**src/rtl/muldiv_ctrl_pkg.sv**
```systemverilog
// -----------------------------------------------------------------------------
// muldiv_ctrl_pkg
//   Shared definitions for the EX-stage multiply/divide sequencer: ALU op codes
//   handled by the block, FSM state encoding and small op-decode helpers.
// -----------------------------------------------------------------------------
package muldiv_ctrl_pkg;

    localparam logic [7:0] EXE_MULT_OP  = 8'b0001_1000;
    localparam logic [7:0] EXE_MULTU_OP = 8'b0001_1001;
    localparam logic [7:0] EXE_DIV_OP   = 8'b0001_1010;
    localparam logic [7:0] EXE_DIVU_OP  = 8'b0001_1011;

    typedef enum logic [2:0] {
        ST_IDLE = 3'd0,
        ST_MUL  = 3'd1,
        ST_DIV  = 3'd2,
        ST_FIX  = 3'd3,
        ST_DONE = 3'd4
    } state_t;

    function automatic logic is_muldiv(input logic [7:0] op);
        return op inside {EXE_MULT_OP, EXE_MULTU_OP, EXE_DIV_OP, EXE_DIVU_OP};
    endfunction

    function automatic logic is_div(input logic [7:0] op);
        return (op == EXE_DIV_OP) || (op == EXE_DIVU_OP);
    endfunction

    function automatic logic is_signed_op(input logic [7:0] op);
        return (op == EXE_MULT_OP) || (op == EXE_DIV_OP);
    endfunction

endpackage

```
**src/rtl/muldiv_ctrl_div.sv**
```systemverilog
// -----------------------------------------------------------------------------
// div_radix2
//   Iterative unsigned restoring divider, one quotient bit per cycle.
//   A start pulse loads the operands; WIDTH cycles later done pulses for one
//   cycle and quotient/remainder hold the result until the next start.
//   A zero divisor naturally yields quotient = all ones, remainder = dividend.
// Ports
//   clk, rst          clock, async active-high reset
//   start             load operands and begin (restarts any run in progress)
//   dividend, divisor unsigned operands, sampled on start
//   done              one-cycle pulse, result valid
//   quotient          unsigned quotient
//   remainder         unsigned remainder
// -----------------------------------------------------------------------------
module div_radix2 #(
    parameter int WIDTH = 32
) (
    input  logic             clk,
    input  logic             rst,
    input  logic             start,
    input  logic [WIDTH-1:0] dividend,
    input  logic [WIDTH-1:0] divisor,
    output logic             done,
    output logic [WIDTH-1:0] quotient,
    output logic [WIDTH-1:0] remainder
);

    localparam int CW = $clog2(WIDTH);

    logic [WIDTH-1:0] rem_q, quo_q, dvs_q;
    logic [CW-1:0]    cnt_q;
    logic             run_q, done_q;
    logic [WIDTH:0]   shifted, diff;

    // Partial remainder shifted left with the next dividend bit; one extra bit
    // because the shifted value can exceed WIDTH bits before the subtract.
    assign shifted = {rem_q, quo_q[WIDTH-1]};
    assign diff    = shifted - {1'b0, dvs_q};

    // NOTE: sequential state uses non-blocking assignments so every register
    // samples the pre-edge values of the others, independent of statement order.
    always_ff @(posedge clk or posedge rst) begin
        if (rst) begin
            rem_q  <= '0;
            quo_q  <= '0;
            dvs_q  <= '0;
            cnt_q  <= '0;
            run_q  <= 1'b0;
            done_q <= 1'b0;
        end else begin
            done_q <= 1'b0;
            if (start) begin
                rem_q <= '0;
                quo_q <= dividend;
                dvs_q <= divisor;
                cnt_q <= '0;
                run_q <= 1'b1;
            end else if (run_q) begin
                if (!diff[WIDTH]) begin
                    rem_q <= diff[WIDTH-1:0];
                    quo_q <= {quo_q[WIDTH-2:0], 1'b1};
                end else begin
                    rem_q <= shifted[WIDTH-1:0];
                    quo_q <= {quo_q[WIDTH-2:0], 1'b0};
                end
                cnt_q <= cnt_q + CW'(1);
                if (cnt_q == CW'(WIDTH - 1)) begin
                    run_q  <= 1'b0;
                    done_q <= 1'b1;
                end
            end
        end
    end

    assign done      = done_q;
    assign quotient  = quo_q;
    assign remainder = rem_q;

endmodule

```
**src/rtl/muldiv_ctrl.sv**
```systemverilog
// -----------------------------------------------------------------------------
// muldiv_ctrl
//   EX-stage sequencer for MULT/MULTU/DIV/DIVU. Accepts the op from the decoder,
//   stalls the pipeline while the operation runs and issues a single-cycle
//   {hi,lo} write strobe for the HI/LO register.
//   Multiply: latency-modelled, product registered after MUL_LAT cycles.
//   Divide:   WIDTH-cycle magnitude divide (div_radix2) + one sign-fix cycle.
// Ports
//   clk, rst      clock, async active-high reset
//   valid_i       EX instruction valid
//   alucontrol_i  ALU op code; only the four muldiv ops act
//   srca_i/srcb_i rs / rt operands
//   flush_i       squash: abort to IDLE, no write
//   hold_i        downstream stall; DONE waits while high
//   stall_o       hold IF/ID/EX (accept cycle and MUL/DIV states)
//   busy_o        FSM not IDLE
//   hilo_we_o     one-cycle HI/LO write strobe
//   hi_o/lo_o     result (mult high/low word, remainder/quotient)
// -----------------------------------------------------------------------------
module muldiv_ctrl
    import muldiv_ctrl_pkg::*;
#(
    parameter int MUL_LAT = 3,
    parameter int WIDTH   = 32
) (
    input  logic             clk,
    input  logic             rst,
    input  logic             valid_i,
    input  logic [7:0]       alucontrol_i,
    input  logic [WIDTH-1:0] srca_i,
    input  logic [WIDTH-1:0] srcb_i,
    input  logic             flush_i,
    input  logic             hold_i,
    output logic             stall_o,
    output logic             busy_o,
    output logic             hilo_we_o,
    output logic [WIDTH-1:0] hi_o,
    output logic [WIDTH-1:0] lo_o
);

    // Counter must reach both WIDTH-1 and MUL_LAT-1 (at most 7).
    localparam int CW = ($clog2(WIDTH) > 3) ? $clog2(WIDTH) : 3;

    state_t           state_q, state_d;
    logic [CW-1:0]    cnt_q;
    logic [WIDTH-1:0] a_q, b_q;
    logic             sgn_q;

    logic             start, mul_last, div_last;
    logic [WIDTH-1:0] mag_a, mag_b;
    logic             div_done;
    logic [WIDTH-1:0] div_quo, div_rem;

    // rst gates start so stall_o drops the moment reset is asserted.
    assign start = valid_i & is_muldiv(alucontrol_i) & (state_q == ST_IDLE)
                 & ~flush_i & ~rst;

    assign mul_last = (state_q == ST_MUL) && (cnt_q == CW'(MUL_LAT - 1));
    assign div_last = (state_q == ST_DIV) && (cnt_q == CW'(WIDTH - 1));

    // ---------------- FSM ----------------
    always_ff @(posedge clk or posedge rst) begin
        if (rst) state_q <= ST_IDLE;
        else     state_q <= state_d;
    end

    // NOTE: state_d gets a default before the case so no path leaves it
    // unassigned, which would otherwise infer a latch.
    always_comb begin
        state_d = state_q;
        case (state_q)
            ST_IDLE: if (start) state_d = is_div(alucontrol_i) ? ST_DIV : ST_MUL;
            ST_MUL:  if (mul_last) state_d = ST_DONE;
            ST_DIV:  if (div_last) state_d = ST_FIX;
            ST_FIX:  state_d = ST_DONE;
            ST_DONE: if (!hold_i) state_d = ST_IDLE;
            default: state_d = ST_IDLE;
        endcase
        if (flush_i) state_d = ST_IDLE;
    end

    always_ff @(posedge clk or posedge rst) begin
        if (rst)                                       cnt_q <= '0;
        else if (flush_i || start || mul_last || div_last) cnt_q <= '0;
        else if (state_q == ST_MUL || state_q == ST_DIV)   cnt_q <= cnt_q + CW'(1);
    end

    // Raw operands and signedness, kept for the multiplier and the sign fix.
    always_ff @(posedge clk or posedge rst) begin
        if (rst) begin
            a_q   <= '0;
            b_q   <= '0;
            sgn_q <= 1'b0;
        end else if (start) begin
            a_q   <= srca_i;
            b_q   <= srcb_i;
            sgn_q <= is_signed_op(alucontrol_i);
        end
    end

    // ---------------- divider ----------------
    // Magnitudes feed the divider straight from the operands in the accept
    // cycle so its WIDTH iterations line up with the DIV state.
    assign mag_a = (is_signed_op(alucontrol_i) && srca_i[WIDTH-1]) ? -srca_i : srca_i;
    assign mag_b = (is_signed_op(alucontrol_i) && srcb_i[WIDTH-1]) ? -srcb_i : srcb_i;

    div_radix2 #(.WIDTH(WIDTH)) u_div (
        .clk       (clk),
        .rst       (rst),
        .start     (start & is_div(alucontrol_i)),
        .dividend  (mag_a),
        .divisor   (mag_b),
        .done      (div_done),
        .quotient  (div_quo),
        .remainder (div_rem)
    );

    // ---------------- result datapath ----------------
    logic [2*WIDTH-1:0] ext_a, ext_b, product;
    logic               neg_quo, neg_rem, b_zero;
    logic [WIDTH-1:0]   quo_fix, rem_fix;

    // Sign-extend for MULT, zero-extend for MULTU; the low 2*WIDTH bits of
    // the extended product are correct for both.
    assign ext_a   = {{WIDTH{a_q[WIDTH-1] & sgn_q}}, a_q};
    assign ext_b   = {{WIDTH{b_q[WIDTH-1] & sgn_q}}, b_q};
    assign product = ext_a * ext_b;

    // Truncating division: quotient negative when signs differ, remainder
    // follows the dividend. 0x80000000/-1 falls out as 0x80000000 rem 0.
    assign neg_quo = sgn_q & (a_q[WIDTH-1] ^ b_q[WIDTH-1]);
    assign neg_rem = sgn_q & a_q[WIDTH-1];
    assign quo_fix = neg_quo ? -div_quo : div_quo;
    assign rem_fix = neg_rem ? -div_rem : div_rem;
    assign b_zero  = (b_q == '0);

    always_ff @(posedge clk or posedge rst) begin
        if (rst) begin
            hi_o <= '0;
            lo_o <= '0;
        end else if (!flush_i) begin
            if (mul_last) begin
                {hi_o, lo_o} <= product;
            end else if (state_q == ST_FIX && div_done) begin
                if (b_zero) begin
                    // Divide by zero: no trap, raw dividend in HI.
                    hi_o <= a_q;
                    lo_o <= '1;
                end else begin
                    hi_o <= rem_fix;
                    lo_o <= quo_fix;
                end
            end
        end
    end

    assign busy_o    = (state_q != ST_IDLE);
    assign stall_o   = start | (state_q == ST_MUL) | (state_q == ST_DIV);
    assign hilo_we_o = (state_q == ST_DONE) & ~hold_i & ~flush_i;

endmodule
```
**config.mk**
```make
export PLATFORM = sky130hd
export DESIGN_NAME = muldiv_ctrl
export DESIGN_NICKNAME = d
export VERILOG_FILES = /design/src/rtl/muldiv_ctrl_pkg.sv /design/src/rtl/muldiv_ctrl_div.sv /design/src/rtl/muldiv_ctrl.sv
export SDC_FILE = /design/constraint.sdc
export NUM_CORES = 2
export LEC_CHECK = 0
export ABC_CLOCK_PERIOD_IN_PS = 11200
export BUFFER_PORTS_ARGS = -buffer_cell sky130_fd_sc_hd__buf_4
export CORE_MARGIN = 4
export CORE_UTILIZATION = 35
export CTS_BUF_LIST = sky130_fd_sc_hd__clkbuf_4
export CTS_CLUSTER_SIZE = 8
export DETAILED_ROUTE_END_ITERATION = 12
export GPL_TIMING_DRIVEN = 0
export PLACE_DENSITY = 0.61
export SLEW_MARGIN = 20
export SYNTH_ARGS = -nofsm -noshare
export SYNTH_HDL_FRONTEND = slang
export SYNTH_HIERARCHICAL = 1
export SYNTH_SLANG_ARGS = --single-unit
```
**constraint.sdc**
```tcl
create_clock -name clk -period 11.2 [get_ports clk]
set_input_delay 1.12 -clock clk [delete_from_list [all_inputs] [get_ports clk]]
set_output_delay 1.12 -clock clk [all_outputs]
set_load 0.1 [all_outputs]
```
==> metrics.md <==
| Metric | Value |
|---|---|
| RSZ-0062 raised after global routing | false |
| P_leak | 27.7 nW |
| GPL Wtd Cong | 1.02 |
| Mapped Area | 53,000 um^2 |
| Critical path peak fanout | 10 |
| Area of the die | 158,000 um^2 |
| Gr ovfl total | 0 |
| Worst hold path type | in -> async |
| Pins Over Slew Limit | 0 |
| Drt initial violations | 4,048 |
| # rows | 142 |
| Top_reg_cell synth | dfrtp_1 |
| Hold Buf Count CTS | 0 |
| DRC violation count after routing | 0 |
| Die Wd | 397 um |
| Synth Area in Simple Gates | 15.3% |
| Core Footprint | 150,000 um^2 |
| Clock Latency Late Sink | 880 ps |
| Slowest Stage Delay on Critical Path | 870 ps |
| Hold Fails Final Rpt | 0 |
| Most used cell along the critical path | fa_1 |
| Vias | 43.1k |
| Drt first pass iters | 6 |
| Achievable frequency | 0.0939 GHz |
| CTS tree | done |
| Synth Area in Compound Gates | 7.89% |
| Cts bufs inserted | 61 |
| # IOs | 144 |
| Pwr dens | 45.4 nW/um^2 |
| Critical-path cell with the highest stage delay | fa_1 |
| Avg Inst Size Synth | 8.96 um^2 |
| IO buf count | 142 |
| Initial antenna violation count | 22 |
| First-pass GRT wire length | 301 mm |
| Final Non-Filler Cells | 8,197 |
| Crit Path Class | reg -> reg |
| Slew HR | 13.9% |
| Mux cell area share after synthesis | 2.11% |
| Ys Warns | 6 |
| CP arrival | 11,380 ps |
| Largest family of logic cells by synthesized area | adder cells |
| # H-tree levels | 2 |
| Vias in the first global route | 44.9k |
| Clk_skew | 75.0 ps |
| HPWL after DPL | 170 mm |
| Syn nets | 7,367 |
| Placed Instances | 8,071 |
| Post-synth EDFFs | 0 |
| Total power | 2.61 mW |
| Clk pin slew, worst setup/hold paths | 90 ps |
| Root Driver | clkbuf_4 |
| Post-synth cell types | 97 |
| Worst Tran Pin Value | 1290 ps |
| Asr flop ratio synth | 100% |
| Clk buf depth | 3 |
| Via count normalized by instance count | 5.25 |
| Min Tclk post-route | 10,650 ps |
| Setup-failing EPs final | 0 |
| Final Util | 38.3% |
| WL/cell | 24.9 um |
| Setup crit start kind | flop |
| Syn Inst Count | 5,910 |
| DRT antenna net count | 0 |
| # resized after CTS | 0 |
| Share of cells above drive strength 1 | 6.35% |
| Crit. End Element | flop |
| Initial Util | 35.3% |
| Largest net degree at the start of global routing | 88 |
| Synthesized-area fraction occupied by adder cells | 48.5% |
| Max-Cap Viols | 0 |
| Chip height | 397 um |
| Post-synthesis sequential area ratio | 11.3% |
| Final nets | 7,576 |
| Peak supply drop | 76.3 uV |
| Outcome | complete, no violations |
| Final period util | 95.1% |
| Final wirelength | 204 mm |
| All-layer global routing usage | 25.9% |
| P&R area growth vs syn | 8.48% |
| Setup Buffers After CTS | 0 |
| Post-Route Setup TNS | 0 ps |
| Xor/xnor share of the synthesized area | 3.79% |
| Clock Sinks | 240 |
| Required time of the worst setup path | 11,940 ps |
| Post-synthesis register bit count | 240 |
-- critical path: cells and delay by family, from the launching register on --
kind | cells | cell delay (ps)
fa+ha+maj | 9 | 4680
xor+xnor | 1 | 260
compound gates | 7 | 1260
simple gates | 4 | 820
buf+inv | 11 | 3090
flops | 1 | 370
-- logic make-up after synthesis --
group                      count (synthesis)
DFF                                      240
adders and majority gates               1380
buffers and inverters                   1553
and+or+nand+nor                         1750
muxes                                    104
xor gates and xnor gates                 226
AOI/OAI and AO/OA                        657
-- flip-flops by register name, indices dropped and copies added (netlist names) --
| signal | cells |
|---|---|
| a_q | 32 |
| b_q | 32 |
| cnt_q | 5 |
| hi_o | 32 |
| lo_o | 32 |
| sgn_q | 1 |
| state_q | 3 |
| u_div/cnt_q | 5 |
| u_div/done | 1 |
| u_div/dvs_q | 32 |
| u_div/quotient | 32 |
| u_div/remainder | 32 |
| u_div/run_q | 1 |
-- cells in the mapped netlist (6+ instances only) --
library cell | count | area (um^2)
inv_1 | 1182 | 4440
fa_1 | 1126 | 22500
nand2_1 | 963 | 3610
clkbuf_1 | 358 | 1340
and2_1 | 355 | 2220
ha_1 | 254 | 3180
dfrtp_1 | 240 | 6010
nor2_1 | 193 | 724
o21ai_0 | 191 | 956
a21oi_1 | 180 | 901
xnor2_1 | 125 | 1090
xor2_1 | 99 | 867
mux2_2 | 61 | 687
mux2i_1 | 43 | 430
a21o_1 | 40 | 300
nor3_1 | 39 | 195
and3_1 | 32 | 200
o22ai_1 | 32 | 200
a211oi_1 | 25 | 188
a311oi_1 | 23 | 201
nand3_1 | 23 | 115
nand4_1 | 23 | 144
nor4_1 | 22 | 138
o31ai_1 | 19 | 143
a31oi_1 | 18 | 113
nand2b_1 | 15 | 93.8
or2_2 | 15 | 93.8
nor2b_1 | 14 | 87.6
or3_1 | 14 | 87.6
o211ai_1 | 13 | 97.6
o21a_1 | 12 | 90.1
o21ai_1 | 11 | 55.1
a22oi_1 | 10 | 75.1
nor3b_1 | 8 | 60.1
o41ai_1 | 8 | 70.1
or4_1 | 8 | 60.1
o21bai_1 | 7 | 52.6
buf_2 | 6 | 30.0
-- final cells by class --
type,instances,area [um^2]
diodes,20,50.0
plain buffers,370,1440
clock buffers,83,623
clock inverters,22,109
fillers,15300,92700
inverters,1183,4450
multi-input cells,4117,41100
flip-flops and latches,240,6010
well taps,2016,2520
repair buffers,146,1140
-- report_power, final --
group          internal, mW  leakage (nW)  total [mW]  switching (mW)
clock network         0.345         0.434       0.772           0.427
logic                 0.216          24.5       0.927           0.711
registers             0.890          2.73       0.911          0.0211
-- metal layers --
layer	up-vias	wire length [um]	GRT usage, %
li1	18300	-	-
met1	22000	79500	33.2
met2	2160	89600	39.6
met3	502	21700	7.88
met4	16	13200	13.6
met5	-	265	0
-- layout by cell type (no fill, tap or decap), types with 10 or more instances in the layout --
cell type,instances
nand2b_1,15
a22oi_1,10
nand2_1,963
xor2_1,99
mux2_2,61
nor2_1,193
a31oi_1,18
o21ai_1,11
nor3_1,38
a211oi_1,24
diode_2,20
nor4_1,21
and3_1,32
a21o_1,40
inv_1,1180
o31ai_1,19
nand4_1,23
ha_1,254
or2_2,15
clkbuf_1,341
a21oi_1,180
fa_1,1125
nand3_1,23
clkbuf_4,83
nor2b_1,14
clkinv_1,17
o21ai_0,191
or3_1,14
a311oi_1,23
o21a_1,12
clkbuf_2,18
o22ai_1,32
o211ai_1,13
dfrtp_1,240
buf_4,143
mux2i_1,43
xnor2_1,125
and2_1,355
-- path summary, 6_finish.rpt --
check,from,end,slack (ps),depth (start not counted)
min in group clk,lo_o[30]$_DFFE_PP0P_,lo_o[30]$_DFFE_PP0P_,490,2
hold / removal,rst,u_div/remainder[21]$_DFFE_PP0P_,270,2
hold reg to reg,lo_o[30]$_DFFE_PP0P_,lo_o[30]$_DFFE_PP0P_,490,2
setup / recovery,a_q[31]$_DFFE_PP0P_,hi_o[28]$_DFFE_PP0P_,550,32
max in group asynchronous,rst,lo_o[31]$_DFFE_PP0P_,9990,3
setup reg to reg,a_q[31]$_DFFE_PP0P_,hi_o[28]$_DFFE_PP0P_,550,32
-- metrics by stage --
| stage | worst slack, ps | cell area, um^2 | hold slack (ps) |
|---|---|---|---|
| after floorplan | 3050 | 53000 | 485 |
| after global placement | 680 | 56600 | 473 |
| after detailed placement | 663 | 56700 | 476 |
| after CTS | 586 | 57400 | 277 |
| after global routing | 165 | 57400 | 251 |
| final | 551 | 57500 | 273 |
No activity file was read; power rests on OpenSTA's default activity.
